`config.mk`:
```
export PLATFORM = sky130hd
export DESIGN_NAME = alu_arbiter_flat
export DESIGN_NICKNAME = d
export VERILOG_FILES = /design/src/rtl/alu_arbiter_if.sv /design/src/rtl/alu_arbiter.sv /design/src/flat_wrapper.sv
export SDC_FILE = /design/constraint.sdc
export NUM_CORES = 1
export LEC_CHECK = 0
export CORE_MARGIN = 3
export CORE_UTILIZATION = 38
export CTS_BUF_LIST = sky130_fd_sc_hd__clkbuf_16
export CTS_CLUSTER_SIZE = 25
export DETAILED_ROUTE_END_ITERATION = 8
export GPL_ROUTABILITY_DRIVEN = 0
export GPL_TIMING_DRIVEN = 0
export PLACE_DENSITY = 0.75
export RECOVER_POWER = 50
export SYNTH_ARGS = -nofsm -noshare
export SYNTH_HDL_FRONTEND = slang
export SYNTH_SLANG_ARGS = --single-unit
```
`constraint.sdc`:
```
create_clock -name clk -period 2.15 [get_ports clk]
set_clock_uncertainty 0.2 [all_clocks]
set_input_delay 0.43 -clock clk [delete_from_list [all_inputs] [get_ports clk]]
set_output_delay 0.43 -clock clk [all_outputs]
set_load 0.01 [all_outputs]
```
`src/rtl/alu_arbiter_if.sv`:
```
// Bus bundle between the two ALU requesters, the shared ALU and the arbiter.
// The arbiter takes the slave view; the requesters and the ALU take the master view.
interface alu_arbiter_if;
  logic        req0, req1;
  logic [3:0]  op0, op1;
  logic [31:0] a0, b0, a1, b1;
  logic        gnt0, gnt1;
  logic        done0, done1;
  logic [31:0] result0, result1;
  logic        z0, z1;
  logic        err0, err1;
  logic [31:0] alu_a, alu_b;
  logic [3:0]  alu_ctrl;
  logic        alu_en;
  logic [31:0] alu_c;
  logic        busy;

  modport slave (
    input  req0, req1, op0, op1, a0, b0, a1, b1, alu_c,
    output gnt0, gnt1, done0, done1, result0, result1, z0, z1, err0, err1,
           alu_a, alu_b, alu_ctrl, alu_en, busy
  );

  modport master (
    output req0, req1, op0, op1, a0, b0, a1, b1, alu_c,
    input  gnt0, gnt1, done0, done1, result0, result1, z0, z1, err0, err1,
           alu_a, alu_b, alu_ctrl, alu_en, busy
  );
endinterface

```
`src/rtl/alu_arbiter.sv`:
```
// Round-robin two-port arbiter/sequencer for the shared ALU: grants one request,
// drives the ALU bus for ALU_LAT cycles and returns a registered result per port.
module alu_arbiter #(
  parameter int unsigned ALU_LAT = 2
) (
  input  logic         clk,
  input  logic         rst_n,
  alu_arbiter_if.slave bus
);
  typedef enum logic [1:0] {IDLE, ISSUE, WAIT, DONE} state_t;

  state_t      state;
  logic        last;
  logic        port;
  logic [3:0]  cnt;

  logic        any_req, pick, legal, finish, fin_port, fin_err;
  logic [3:0]  sel_op;
  logic [31:0] sel_a, sel_b, fin_res;

  always_comb begin
    any_req = bus.req0 | bus.req1;
    pick    = (bus.req0 & bus.req1) ? ~last : bus.req1;
    sel_op  = pick ? bus.op1 : bus.op0;
    sel_a   = pick ? bus.a1  : bus.a0;
    sel_b   = pick ? bus.b1  : bus.b0;
    legal   = (sel_op >= 4'd1) && (sel_op <= 4'd9);
    // Two ways to complete: an illegal grant straight from IDLE, or the last WAIT cycle.
    finish   = ((state == IDLE) && any_req && !legal) || ((state == WAIT) && (cnt == 4'd1));
    fin_port = (state == IDLE) ? pick : port;
    fin_err  = (state == IDLE);
    fin_res  = (state == IDLE) ? 32'd0 : bus.alu_c;
  end

  always_ff @(posedge clk or negedge rst_n) begin
    if (!rst_n) begin
      state       <= IDLE;
      last        <= 1'b1;
      port        <= 1'b0;
      cnt         <= '0;
      bus.gnt0    <= 1'b0;
      bus.gnt1    <= 1'b0;
      bus.done0   <= 1'b0;
      bus.done1   <= 1'b0;
      bus.result0 <= '0;
      bus.result1 <= '0;
      bus.z0      <= 1'b0;
      bus.z1      <= 1'b0;
      bus.err0    <= 1'b0;
      bus.err1    <= 1'b0;
      bus.alu_a   <= '0;
      bus.alu_b   <= '0;
      bus.alu_ctrl<= '0;
      bus.alu_en  <= 1'b0;
      bus.busy    <= 1'b0;
    end else begin
      case (state)
        IDLE: if (any_req) begin
          port     <= pick;
          last     <= pick;
          bus.gnt0 <= ~pick;
          bus.gnt1 <= pick;
          bus.busy <= 1'b1;
          if (legal) begin
            // The ALU bus registers double as the operand latch and hold until the next issue.
            bus.alu_a    <= sel_a;
            bus.alu_b    <= sel_b;
            bus.alu_ctrl <= sel_op;
            bus.alu_en   <= 1'b1;
            state        <= ISSUE;
          end else begin
            state <= DONE;
          end
        end
        ISSUE: begin
          bus.alu_en <= 1'b0;
          cnt        <= 4'(ALU_LAT);
          state      <= WAIT;
        end
        WAIT: begin
          cnt <= cnt - 4'd1;
          if (cnt == 4'd1) state <= DONE;
        end
        DONE: begin
          bus.done0 <= 1'b0;
          bus.done1 <= 1'b0;
          bus.gnt0  <= 1'b0;
          bus.gnt1  <= 1'b0;
          bus.busy  <= 1'b0;
          state     <= IDLE;
        end
        default: state <= IDLE;
      endcase

      if (finish) begin
        if (fin_port) begin
          bus.done1   <= 1'b1;
          bus.result1 <= fin_res;
          bus.z1      <= (fin_res == 32'd0);
          bus.err1    <= fin_err;
        end else begin
          bus.done0   <= 1'b1;
          bus.result0 <= fin_res;
          bus.z0      <= (fin_res == 32'd0);
          bus.err0    <= fin_err;
        end
      end
    end
  end
endmodule

```
`src/flat_wrapper.sv`:
```
// flat-port wrapper written by rule: the top's interface ports become plain ports
module alu_arbiter_flat 
#(
  parameter int unsigned ALU_LAT = 2
)
  (clk, rst_n, bus_req0, bus_req1, bus_op0, bus_op1, bus_a0, bus_b0, bus_a1, bus_b1, bus_alu_c, bus_gnt0, bus_gnt1, bus_done0, bus_done1, bus_result0, bus_result1, bus_z0, bus_z1, bus_err0, bus_err1, bus_alu_a, bus_alu_b, bus_alu_ctrl, bus_alu_en, bus_busy);
  alu_arbiter_if bus_i ();
  input  logic clk;
  input  logic rst_n;
  input wire logic [$bits(bus_i.req0)-1:0] bus_req0;
  input wire logic [$bits(bus_i.req1)-1:0] bus_req1;
  input wire logic [$bits(bus_i.op0)-1:0] bus_op0;
  input wire logic [$bits(bus_i.op1)-1:0] bus_op1;
  input wire logic [$bits(bus_i.a0)-1:0] bus_a0;
  input wire logic [$bits(bus_i.b0)-1:0] bus_b0;
  input wire logic [$bits(bus_i.a1)-1:0] bus_a1;
  input wire logic [$bits(bus_i.b1)-1:0] bus_b1;
  input wire logic [$bits(bus_i.alu_c)-1:0] bus_alu_c;
  output wire logic [$bits(bus_i.gnt0)-1:0] bus_gnt0;
  output wire logic [$bits(bus_i.gnt1)-1:0] bus_gnt1;
  output wire logic [$bits(bus_i.done0)-1:0] bus_done0;
  output wire logic [$bits(bus_i.done1)-1:0] bus_done1;
  output wire logic [$bits(bus_i.result0)-1:0] bus_result0;
  output wire logic [$bits(bus_i.result1)-1:0] bus_result1;
  output wire logic [$bits(bus_i.z0)-1:0] bus_z0;
  output wire logic [$bits(bus_i.z1)-1:0] bus_z1;
  output wire logic [$bits(bus_i.err0)-1:0] bus_err0;
  output wire logic [$bits(bus_i.err1)-1:0] bus_err1;
  output wire logic [$bits(bus_i.alu_a)-1:0] bus_alu_a;
  output wire logic [$bits(bus_i.alu_b)-1:0] bus_alu_b;
  output wire logic [$bits(bus_i.alu_ctrl)-1:0] bus_alu_ctrl;
  output wire logic [$bits(bus_i.alu_en)-1:0] bus_alu_en;
  output wire logic [$bits(bus_i.busy)-1:0] bus_busy;
  assign bus_i.req0 = bus_req0;
  assign bus_i.req1 = bus_req1;
  assign bus_i.op0 = bus_op0;
  assign bus_i.op1 = bus_op1;
  assign bus_i.a0 = bus_a0;
  assign bus_i.b0 = bus_b0;
  assign bus_i.a1 = bus_a1;
  assign bus_i.b1 = bus_b1;
  assign bus_i.alu_c = bus_alu_c;
  assign bus_gnt0 = bus_i.gnt0;
  assign bus_gnt1 = bus_i.gnt1;
  assign bus_done0 = bus_i.done0;
  assign bus_done1 = bus_i.done1;
  assign bus_result0 = bus_i.result0;
  assign bus_result1 = bus_i.result1;
  assign bus_z0 = bus_i.z0;
  assign bus_z1 = bus_i.z1;
  assign bus_err0 = bus_i.err0;
  assign bus_err1 = bus_i.err1;
  assign bus_alu_a = bus_i.alu_a;
  assign bus_alu_b = bus_i.alu_b;
  assign bus_alu_ctrl = bus_i.alu_ctrl;
  assign bus_alu_en = bus_i.alu_en;
  assign bus_busy = bus_i.busy;
  alu_arbiter #(.ALU_LAT(ALU_LAT)) u_core (.clk(clk), .rst_n(rst_n), .bus(bus_i));
endmodule
```
# Word level (Yosys, flattened, before mapping)
# Index checks and enable logic that the tools add are counted.
[classes]
n_addsub = 1
n_lt_le_gt_ge = 2
eq_ne = 7
n_mux = 26
bitwise = 5
reduce_logical = 18
[op_table]
columns = ["op", "n"]
rows = [
  ["two-way mux 32 bit", 3],
  ["zero test 32 bit", 1],
  ["two-way mux 1 bit", 13],
  ["AND reduction 2 bit", 5],
  ["one-hot mux 1 bit (2 select lines)", 4],
  ["one-hot mux 2 bit (4 select lines)", 1],
  ["one-hot mux 4 bit (2 select lines)", 1],
  ["two-way mux 2 bit", 3],
  ["AND reduction 3 bit", 2],
  ["nonzero test 2 bit", 3],
  ["equality test 2 bit, second input constant", 2],
  ["equality test 4 x 1 -> 1 bit, second input constant", 1],
  ["greater-or-equal comparator 4 x 1 -> 1 bit, second input constant", 1],
  ["less-or-equal comparator 4 bit, second input constant", 1],
  ["logical AND 1 bit", 4],
  ["two-way mux 4 bit", 1],
  ["inequality test 2 x 1 -> 1 bit, second input constant", 2],
  ["subtractor 4 x 1 -> 4 bit, second input constant", 1],
  ["inverter 1 bit", 3],
  ["equality test 2 x 1 -> 1 bit, second input constant", 1],
  ["zero test 2 bit", 1],
  ["inequality test 2 bit, second input constant", 1],
  ["AND 1 bit", 1],
  ["zero test 1 bit", 1],
  ["2 further kinds", 2],
]
[totals]
register_bits = 150
inputBits = 172
out_inout_bits = 142

# Depth between registers and ports, before layout
# Gate-level depths: netlist of run 1.
[depth]
ltp_word = 9
depth_mapped = 9
depth_no_buf = 6

# Worst setup path before layout of run 1
# Ideal clock, no wire load.
[synth_timing]
path_type = "input-to-reg"
startpoint = "input port bus_op1[3]"
endpoint = "register u_core.bus.result0[10]"
setup_time_ns = 0.127
t_arrival_ns = 2.016
required_time_ns = 1.823
path_slack_ns = -0.194
cell_stages = 6
path_buffers = 2
path_cell_list = "or4_1 a211oi_2 o311a_1 buf_4 buf_6 mux2_1"
[synth_via]
elab_chain_cells = 7
elab_cells_between_ends = 8
[synth_rtl]
columns = ["item", "line_no", "source"]
rows = [
  ["start, declared", "flat_wrapper.sv:13", "input wire logic [$bits(bus_i.op1)-1:0] bus_op1;"],
  ["two-way mux 4 bit (*)", "alu_arbiter.sv:24", "sel_op = pick ? bus.op1 : bus.op0;"],
  ["greater-or-equal comparator 4 x 1 -> 1 bit / less-or-equal comparator 4 bit (equally long branches)", "alu_arbiter.sv:27", "legal = (sel_op >= 4'd1) && (sel_op <= 4'd9);"],
  ["logical AND 1 bit (*)", "alu_arbiter.sv:27", ""],
  ["zero test 1 bit (*)", "alu_arbiter.sv:29", "finish = ((state == IDLE) && any_req && !legal) || ((state == WAIT) && (cnt == 4'd1));"],
  ["logical AND 1 bit (*)", "alu_arbiter.sv:29", ""],
  ["logical OR 1 bit (*)", "alu_arbiter.sv:29", ""],
  ["AND reduction 2 bit (no line) (*)", "--", ""],
  ["end signal, assigned", "alu_arbiter.sv:103", "bus.result0 <= fin_res;"],
  ["end, declared", "alu_arbiter_if.sv:20", "output gnt0, gnt1, done0, done1, result0, result1, z0, z1, err0, err1,"],
]
# Every way passes the cells marked *; elsewhere a longest branch is shown, timed or not.
# A chain may end at the register's enable or synchronous reset.

# Worst setup path in the final report of run 1
[layout_timing]
startpoint = "register u_core.state[0]"
endpoint = "register u_core.bus.result0[11]"
[layout_via]
elab_chain_cells = 5
elab_cells_between_ends = 10
[layout_rtl]
columns = ["item", "line_no", "source"]
rows = [
  ["start, declared", "alu_arbiter.sv:12", "state_t state;"],
  ["start signal, assigned", "alu_arbiter.sv:37", "state <= IDLE;"],
  ["start signal, assigned", "alu_arbiter.sv:70", "state <= ISSUE;"],
  ["start signal, assigned", "alu_arbiter.sv:72", "state <= DONE;"],
  ["zero test 2 bit", "alu_arbiter.sv:29, alu_arbiter.sv:30, alu_arbiter.sv:32", ""],
  ["logical AND 1 bit (2 in a row)", "alu_arbiter.sv:29", ""],
  ["logical OR 1 bit", "alu_arbiter.sv:29", ""],
  ["AND reduction 2 bit (no line)", "--", ""],
]
# Several ways; a longest one is shown, not always the timed one.

==> impl_metrics.ini, run 1 <==
[status]
status = finished with violations
failed_checks = setup timing

[power]
swShare_pct = 32.2
clock_power_share_pct = 21.6
pwr-share-seq_pct = 31.1
gate_power_share_pct = 47.3
internal-power_mw = 10.1
leakagePower_nw = 5.32
irDropWorstVdd_mv = 0.606
switchingPower_mw = 4.82
power.density_nw_per_um2 = 1280

[clocking]
clock_tree_from_tritoncts = done
clkLatencyLatePin_ns = 0.42
cts_buffer_depth = 2
root_buffer = clkbuf_16
cts.reportedPaths.clkPinSlew_ns = 0.07
maximum_level_of_the_cts_h_tree = 4
cts_inserted_buffers = 17
clock_sinks = 150

[layout]
drive_gt1_share_pct = 16.3
nets = 1205
filler_instances = 1372
area_growth_pct = 68.8

[grt]
grt_util_all_layers_pct = 23.2
total_congestion_overflow_after_global_routing = 0
antenna_violations_before_repair = 1
maximum_number_of_pins_on_one_net_before_global_route_repair = 79
grt_first_pass_wirelength_mm = 35.8
grt_pass1_vias = 6384

[drt]
drt_first_pass_iters = 4
routedLengthMet1_mm = 9.61
drt.antenna.violating_nets = 0
route.detailed.vias_per_inst = 4.95
drcViolationCount = 0
highest-signal-layer = met4
vias_after_detailed_routing = 6272
drt-wirelength-per-cell_microns = 18.7
met3WireLength_mm = 1.93
first_iter_violations = 181
dr_wl_met2_mm = 11.7
postRouteWirelength_mm = 23.7

[timing]
fin_setup_tns_ns = -3.97
post-route-worst-setup-slack_ns = -0.155
slew_violations = 0
fin_crit_period_ns = 2.31
rsz_0062_raised_after_global_routing = yes
fin_crit_sh_pct = 107
slew_at_the_pin_closest_to_its_max_slew_limit_ns = 1.10
relSlewSlack_pct = 26.6
setup-violations-final = 55
hold_viol = 0
achievable-frequency_ghz = 0.434
holdWs_ns = 0.172

[yosys]
synth.yosys.seq_area_share_pct = 54.0
postSynthRegisterBits = 150
yosysMostFrequentCell = nand2_1
synth_cells = 654
synth_area_sq_um = 6950
postSynth.asyncResetShare_pct = 100
synth_enable_flop_cells = 0
synth.avg_cell_area_sq_um = 10.6
synth_area_leaders = dfrtp_1 54%, mux2_1 12%, nand2_1 11%, mux2_2 4.2%, a22o_1 4.2%
post_synthesis_net_count = 832
synth.largest_area_cell = dfrtp_1
yosysUniqueCellTypes = 41
synth_largest_type_area_fraction_pct = 53.7
yosys-top-cells-count = 211 x nand2_1, 149 x dfrtp_1, 77 x mux2_1
yosys_warnings = 0
synthFlopType = dfrtp_1

[setup_path]
reg2reg_depth = 9
setup.worst_path.end_class = flop
r2r_slack_ns = -0.16
worst-endpoint-required_ns = 2.25
origin_of_the_critical_flop_to_flop_path = u_core.state[0]
rr_endpoint = u_core.bus.result0[11]
worstSetupPathType = reg -> reg
worstSetupStartpoint = u_core.state[0]
worst_ep_arrival_time_ns = 2.40
endpoint = u_core.bus.result0[11]
start_kind = flop
critPathMaxFanout = 6

[floorplanning]
dieWidth_microns = 141
fp.coreArea_sq_um = 17600
starting_density_pct = 39.5
number_of_top_level_pins = 314
die_area_sq_um = 19900
fp-row-count = 48
die_height_microns = 141

[place]
dpl_worst_slack_ns = -1.07
port-buffer-count = 313
detailedPlacementHpwl_mm = 17.0

[run]
maxCapViolations = 0

[min_path]
hold_path_class = in -> reg
final cells by class:
class	count	area, sq um	share of cell area (%)
sequential	150	3750	32.0
tap	225	282	2.40
clock inverter	15	211	1.80
inverter	9	37.5	0.320
timing repair buffer	356	3520	30.1
buffer	39	292	2.49
multi-input combinational	454	3200	27.3
clock buffer	17	425	3.63
antenna	1	2.50	0.0213
kinds of logic after synthesis:
family	count (synthesis)	synth area share, %
adder cells (fa/ha/maj)	6	1.08
AND/OR/NAND/NOR	278	17.2
AO/OA/AOI/OAI	67	7.55
multiplexers	103	16.7
flip-flops	150	54.0
buffers and inverters	50	3.42
sequential cells by signal, indices dropped and copies added, names as in the netlist, 2 cells and up:
register / flops
u_core.bus.alu_b: 32
u_core.bus.result1: 32
u_core.bus.alu_a: 32
u_core.cnt: 4
u_core.bus.alu_ctrl: 4
u_core.state: 2
u_core.bus.result0: 32
repair_timing:
| item | in CTS | in global routing |
|---|---|---|
| hold buffers | 1 | 0 |
| gates cloned | 2 | 1 |
| hold endpoints to repair | 77 | 0 |
| setup buffers | 20 | 20 |
| endpoints found under the setup margin | 139 | 127 |
| resized for setup | 74 | 45 |
| pin swaps | 10 | 14 |
worst max-delay path, stage by stage, from the launching register on:
cell and delay (ns):
dfrtp_1 0.37, inv_2 0.07, buf_4 0.14, ha_4 0.16
and2_4 0.17, o311a_1 0.35, buf_6 0.16, buf_12 0.13
buf_8 0.13, mux2_4 0.29
power groups by stage:
stage | Clock (mW) | Combinational, mW | Sequential (mW)
floorplan | 0 | 2.25 | 5.13
global placement | 0 | 6.09 | 4.60
detailed placement | 0 | 6.16 | 4.64
CTS | 3.31 | 6.80 | 4.64
global route | 3.41 | 7.60 | 4.80
finish | 3.23 | 7.07 | 4.65
layer usage:
metal  vias to the layer above  track usage, %
met1                      2998            28.1
met2                       274            39.2
met4                         0            6.37
li1                       2964               -
met3                        36            8.11
met5                         -               0
per-stage QoR:
| stage | util, % | cells | cell area (sq um) | total power, mW |
|---|---|---|---|---|
| after detailed placement | 59.1 | 1193 | 10400 | 10.8 |
| final | 66.6 | 1266 | 11700 | 15.0 |
| after global routing | 66.6 | 1266 | 11700 | 15.8 |
| after CTS | 65.2 | 1246 | 11500 | 14.7 |
| after floorplan | - | 654 | 6960 | 7.37 |
| after global placement | 59.0 | 1192 | 10400 | 10.7 |
layout by cell type (no fill, tap or decap), types with 3 or more instances in the layout:
cell type,count
clkdlybuf4s50_1,302
dfrtp_1,149
a22o_1,33
bufinv_16,5
nor2_1,4
nor2b_1,34
mux2_2,26
nand4_1,3
a21oi_1,3
inv_2,3
buf_1,4
buf_8,5
nor4_1,8
mux2_1,55
nand2_1,211
clkdlybuf4s15_1,3
ha_1,3
clkinvlp_4,3
clkbuf_16,18
clkbuf_1,10
ha_4,3
dlygate4sd2_1,6
nor3_1,3
o21ai_0,7
nand3_1,5
inv_1,7
clkbuf_4,4
mux2_4,22
a31oi_1,4
buf_4,33
clkbuf_2,9
buf_6,14
how the worst min path moves through the flow:
stage / slack [ns] / end / cells after the start / start
after global placement: 0.26 / u_core.port / 1 / u_core.port
after detailed placement: 0.27 / u_core.bus.result0[15] / 1 / u_core.bus.result0[15]
after global routing: 0.18 / u_core.bus.alu_ctrl[2] / 4 / bus_op1[2]
after floorplan: -0.07 / u_core.bus.alu_a[0] / 0 / rst_n
after CTS: 0.23 / u_core.bus.alu_ctrl[0] / 4 / bus_op0[0]
final: 0.17 / u_core.bus.alu_ctrl[2] / 4 / bus_op1[2]
No activity file was read; power rests on OpenSTA's default activity.
==> run 2, diff against run 1 <==
- ABC_CLOCK_PERIOD_IN_PS: not set -> 2150
==> results of run 2 <==
Final layout, timing and power as in run 1 (identical DEF).
==> run 3, diff against run 2 <==
- ABC_AREA: not set -> 1
==> impl_metrics.ini, run 3 <==
[drt]
postRouteWirelength_mm = 22.9
drt.antenna.violating_nets = 0
drt_first_pass_iters = 5
drcViolationCount = 0
route.detailed.vias_per_inst = 4.88
drt-wirelength-per-cell_microns = 16.7
first_iter_violations = 275
vias_after_detailed_routing = 6689

[setup_path]
setup.worst_path.end_class = flop
worst_ep_arrival_time_ns = 2.15
worst-path-buf-inv = 7
crit_path_top_delay_cell = dfrtp_1
worstSetupPathType = reg -> reg
worst-endpoint-required_ns = 2.26
crit_chain = inv_2 -> ha_1 -> buf_6 -> inv_4 -> nor2_4 -> inv_2 -> o21ai_4 -> buf_12 -> clkinv_4 -> nand2_8 -> buf_6 -> nand2_1 -> nand2_1
critPathMaxFanout = 10
start_kind = flop
critPathMaxStageDelay_ns = 0.39
critPathTopFamily = buffers and inverters

[grt]
grt_first_pass_wirelength_mm = 35.3
grt_util_all_layers_pct = 22.4
total_congestion_overflow_after_global_routing = 0
maximum_number_of_pins_on_one_net_before_global_route_repair = 89
grt_pass1_vias = 6582
antenna_violations_before_repair = 0

[clocking]
clkLatencyLatePin_ns = 0.42
clock_tree_from_tritoncts = done
clock_sinks = 150
root_buffer = clkbuf_16
maximum_level_of_the_cts_h_tree = 4
cts_inserted_buffers = 17
cts_buffer_depth = 2
cts.reportedPaths.clkPinSlew_ns = 0.06

[floorplanning]
starting_density_pct = 39.5
die_area_sq_um = 19900
fp-row-count = 48
fp.coreArea_sq_um = 17600
die_height_microns = 141
dieWidth_microns = 141
number_of_top_level_pins = 314

[power]
power.density_nw_per_um2 = 1370
leakagePower_nw = 5.61
irDropWorstVdd_mv = 0.752
fin_total_pwr_mw = 15.6

[yosys]
synth_enable_flop_cells = 0
yosys-top-cells-count = 258 x nand2_1, 149 x dfrtp_1, 78 x nand3_1
postSynth.asyncResetShare_pct = 100
synth.yosys.seq_area_share_pct = 54.1
synth_area_leaders = dfrtp_1 54%, nand2_1 14%, mux2i_1 9.2%, nand3_1 5.6%, o21ai_1 4.9%
synth_largest_type_area_fraction_pct = 53.7
yosysMostFrequentCell = nand2_1
synth_cells = 784
post_synthesis_net_count = 962
synth.avg_cell_area_sq_um = 8.86
postSynthRegisterBits = 150
synth.largest_area_cell = dfrtp_1
yosys_warnings = 0
synth_area_sq_um = 6950
synthFlopType = dfrtp_1
yosysUniqueCellTypes = 28

[timing]
relSlewSlack_pct = 41.6
fin_crit_period_ns = 2.05
fin_crit_sh_pct = 95.2
slew_at_the_pin_closest_to_its_max_slew_limit_ns = 0.876
post-route-worst-setup-slack_ns = 0.103
rsz_0062_raised_after_global_routing = yes
setup-violations-final = 0
slew_violations = 0
achievable-frequency_ghz = 0.488
hold_viol = 0

[place]
detailedPlacementHpwl_mm = 17.3
placed_cells = 1322
dpl_worst_slack_ns = -0.493
port-buffer-count = 312

[min_path]
hold_path_class = in -> reg

[layout]
instances_no_fill = 1371
area_growth_pct = 64.2
drive_gt1_share_pct = 10.6
most_frequent_cells_in_the_layout = 311 x clkdlybuf4s50_1, 248 x nand2_1, 149 x dfrtp_1
fin_util_pct = 64.8
most_frequent_standard_cell_in_the_layout_excluding_fill_and_tap_cells = clkdlybuf4s50_1
nets = 1311
antenna_cells = 0

[status]
status = finished, final reports clean

[run]
maxCapViolations = 0
==> run 3: cell count changes in the layout (fill, tap and decap cells not counted), sizes merged, moves of 6 or more <==
cell,before,now
a22o,33,0
buf,59,52
clkbuf,41,29
clkdlybuf4s50,302,311
dlygate4sd2,6,0
inv,11,55
mux2,103,1
mux2i,0,64
nand2,211,264
nand3,7,79
nor2,4,30
nor2b,34,0
nor4,8,0
o21ai,12,74
==> run 3: what timing repair did <==
action	CTS	global route
setup buffers	4	9
cloned	1	2
pin swaps	2	5
hold buffers	1	0
endpoints found under the setup margin	137	134
endpoints found under the hold margin	61	0
gates resized for setup	34	72
==> run 3: final cells by class <==
| class | count | area, sq um |
|---|---|---|
| Sequential cell | 150 | 3750 |
| Timing Repair Buffer | 329 | 3310 |
| Buffer | 47 | 427 |
| Multi-Input combinational cell | 535 | 2840 |
| Inverter | 53 | 206 |
| Clock inverter | 15 | 161 |
| Tap cell | 225 | 282 |
| Clock buffer | 17 | 425 |
| Fill cell | 1457 | 6190 |
==> run 3: cells by family (layout without fill, tap and decap cells) <==
group           after synthesis  in the layout  synth area share (%)
compound gates               84             84                  6.25
fa+ha+maj                     6              6                  1.08
mux                          65             65                  9.39
buf+inv                     100            461                  6.61
simple gates                379            380                  22.6
flops                       150            150                  54.1
==> run 3: tightest hold or removal path, stage by stage <==
cell	delay (ns)
buf_4	0.15
nand3b_1	0.09
nand2_1	0.10
o21ai_1	0.07
==> run 3: per-layer routing <==
layer	global-route usage, %	up-vias	wire [microns]
met2	38.2	263	11500
met3	7.84	21	2240
met1	27.4	3153	8900
met5	0	-	0
met4	4.95	0	286
li1	-	3252	-
==> run 3: worst paths after layout <==
path,from,endpoint,slack (ns),depth (start not counted)
worst min-delay path,bus_req1,u_core.bus.alu_ctrl[0],0.25,4
worst max register to register,u_core.state[1],u_core.bus.err0,0.10,13
worst min register to register,u_core.bus.result0[19],u_core.bus.result0[19],0.27,2
worst max-delay path,u_core.state[1],u_core.bus.err0,0.10,13
min in group asynchronous,rst_n,u_core.bus.result1[0],0.48,2
max in group asynchronous,rst_n,u_core.bus.alu_b[14],0.31,3
==> run 3: stage by stage <==
| stage | setup TNS, ns | area, sq um | hold WS, ns |
|---|---|---|---|
| 3_3_place_gp | -910.88 | 10300 | 0.253 |
| 4_1_cts | -0.0562 | 11100 | 0.231 |
| 5_1_grt | -0.0496 | 11400 | 0.258 |
| 6_report | 0 | 11400 | 0.249 |
| 2_1_floorplan | 0 | 6950 | -0.0656 |
| 3_5_place_dp | -59.16 | 10400 | 0.252 |
==> run 3: power breakdown <==
part | switching, mW | total [mW] | internal [mW]
sequential | 0.691 | 4.79 | 4.10
clock | 1.16 | 2.97 | 1.81
combinational | 3.91 | 7.84 | 3.93
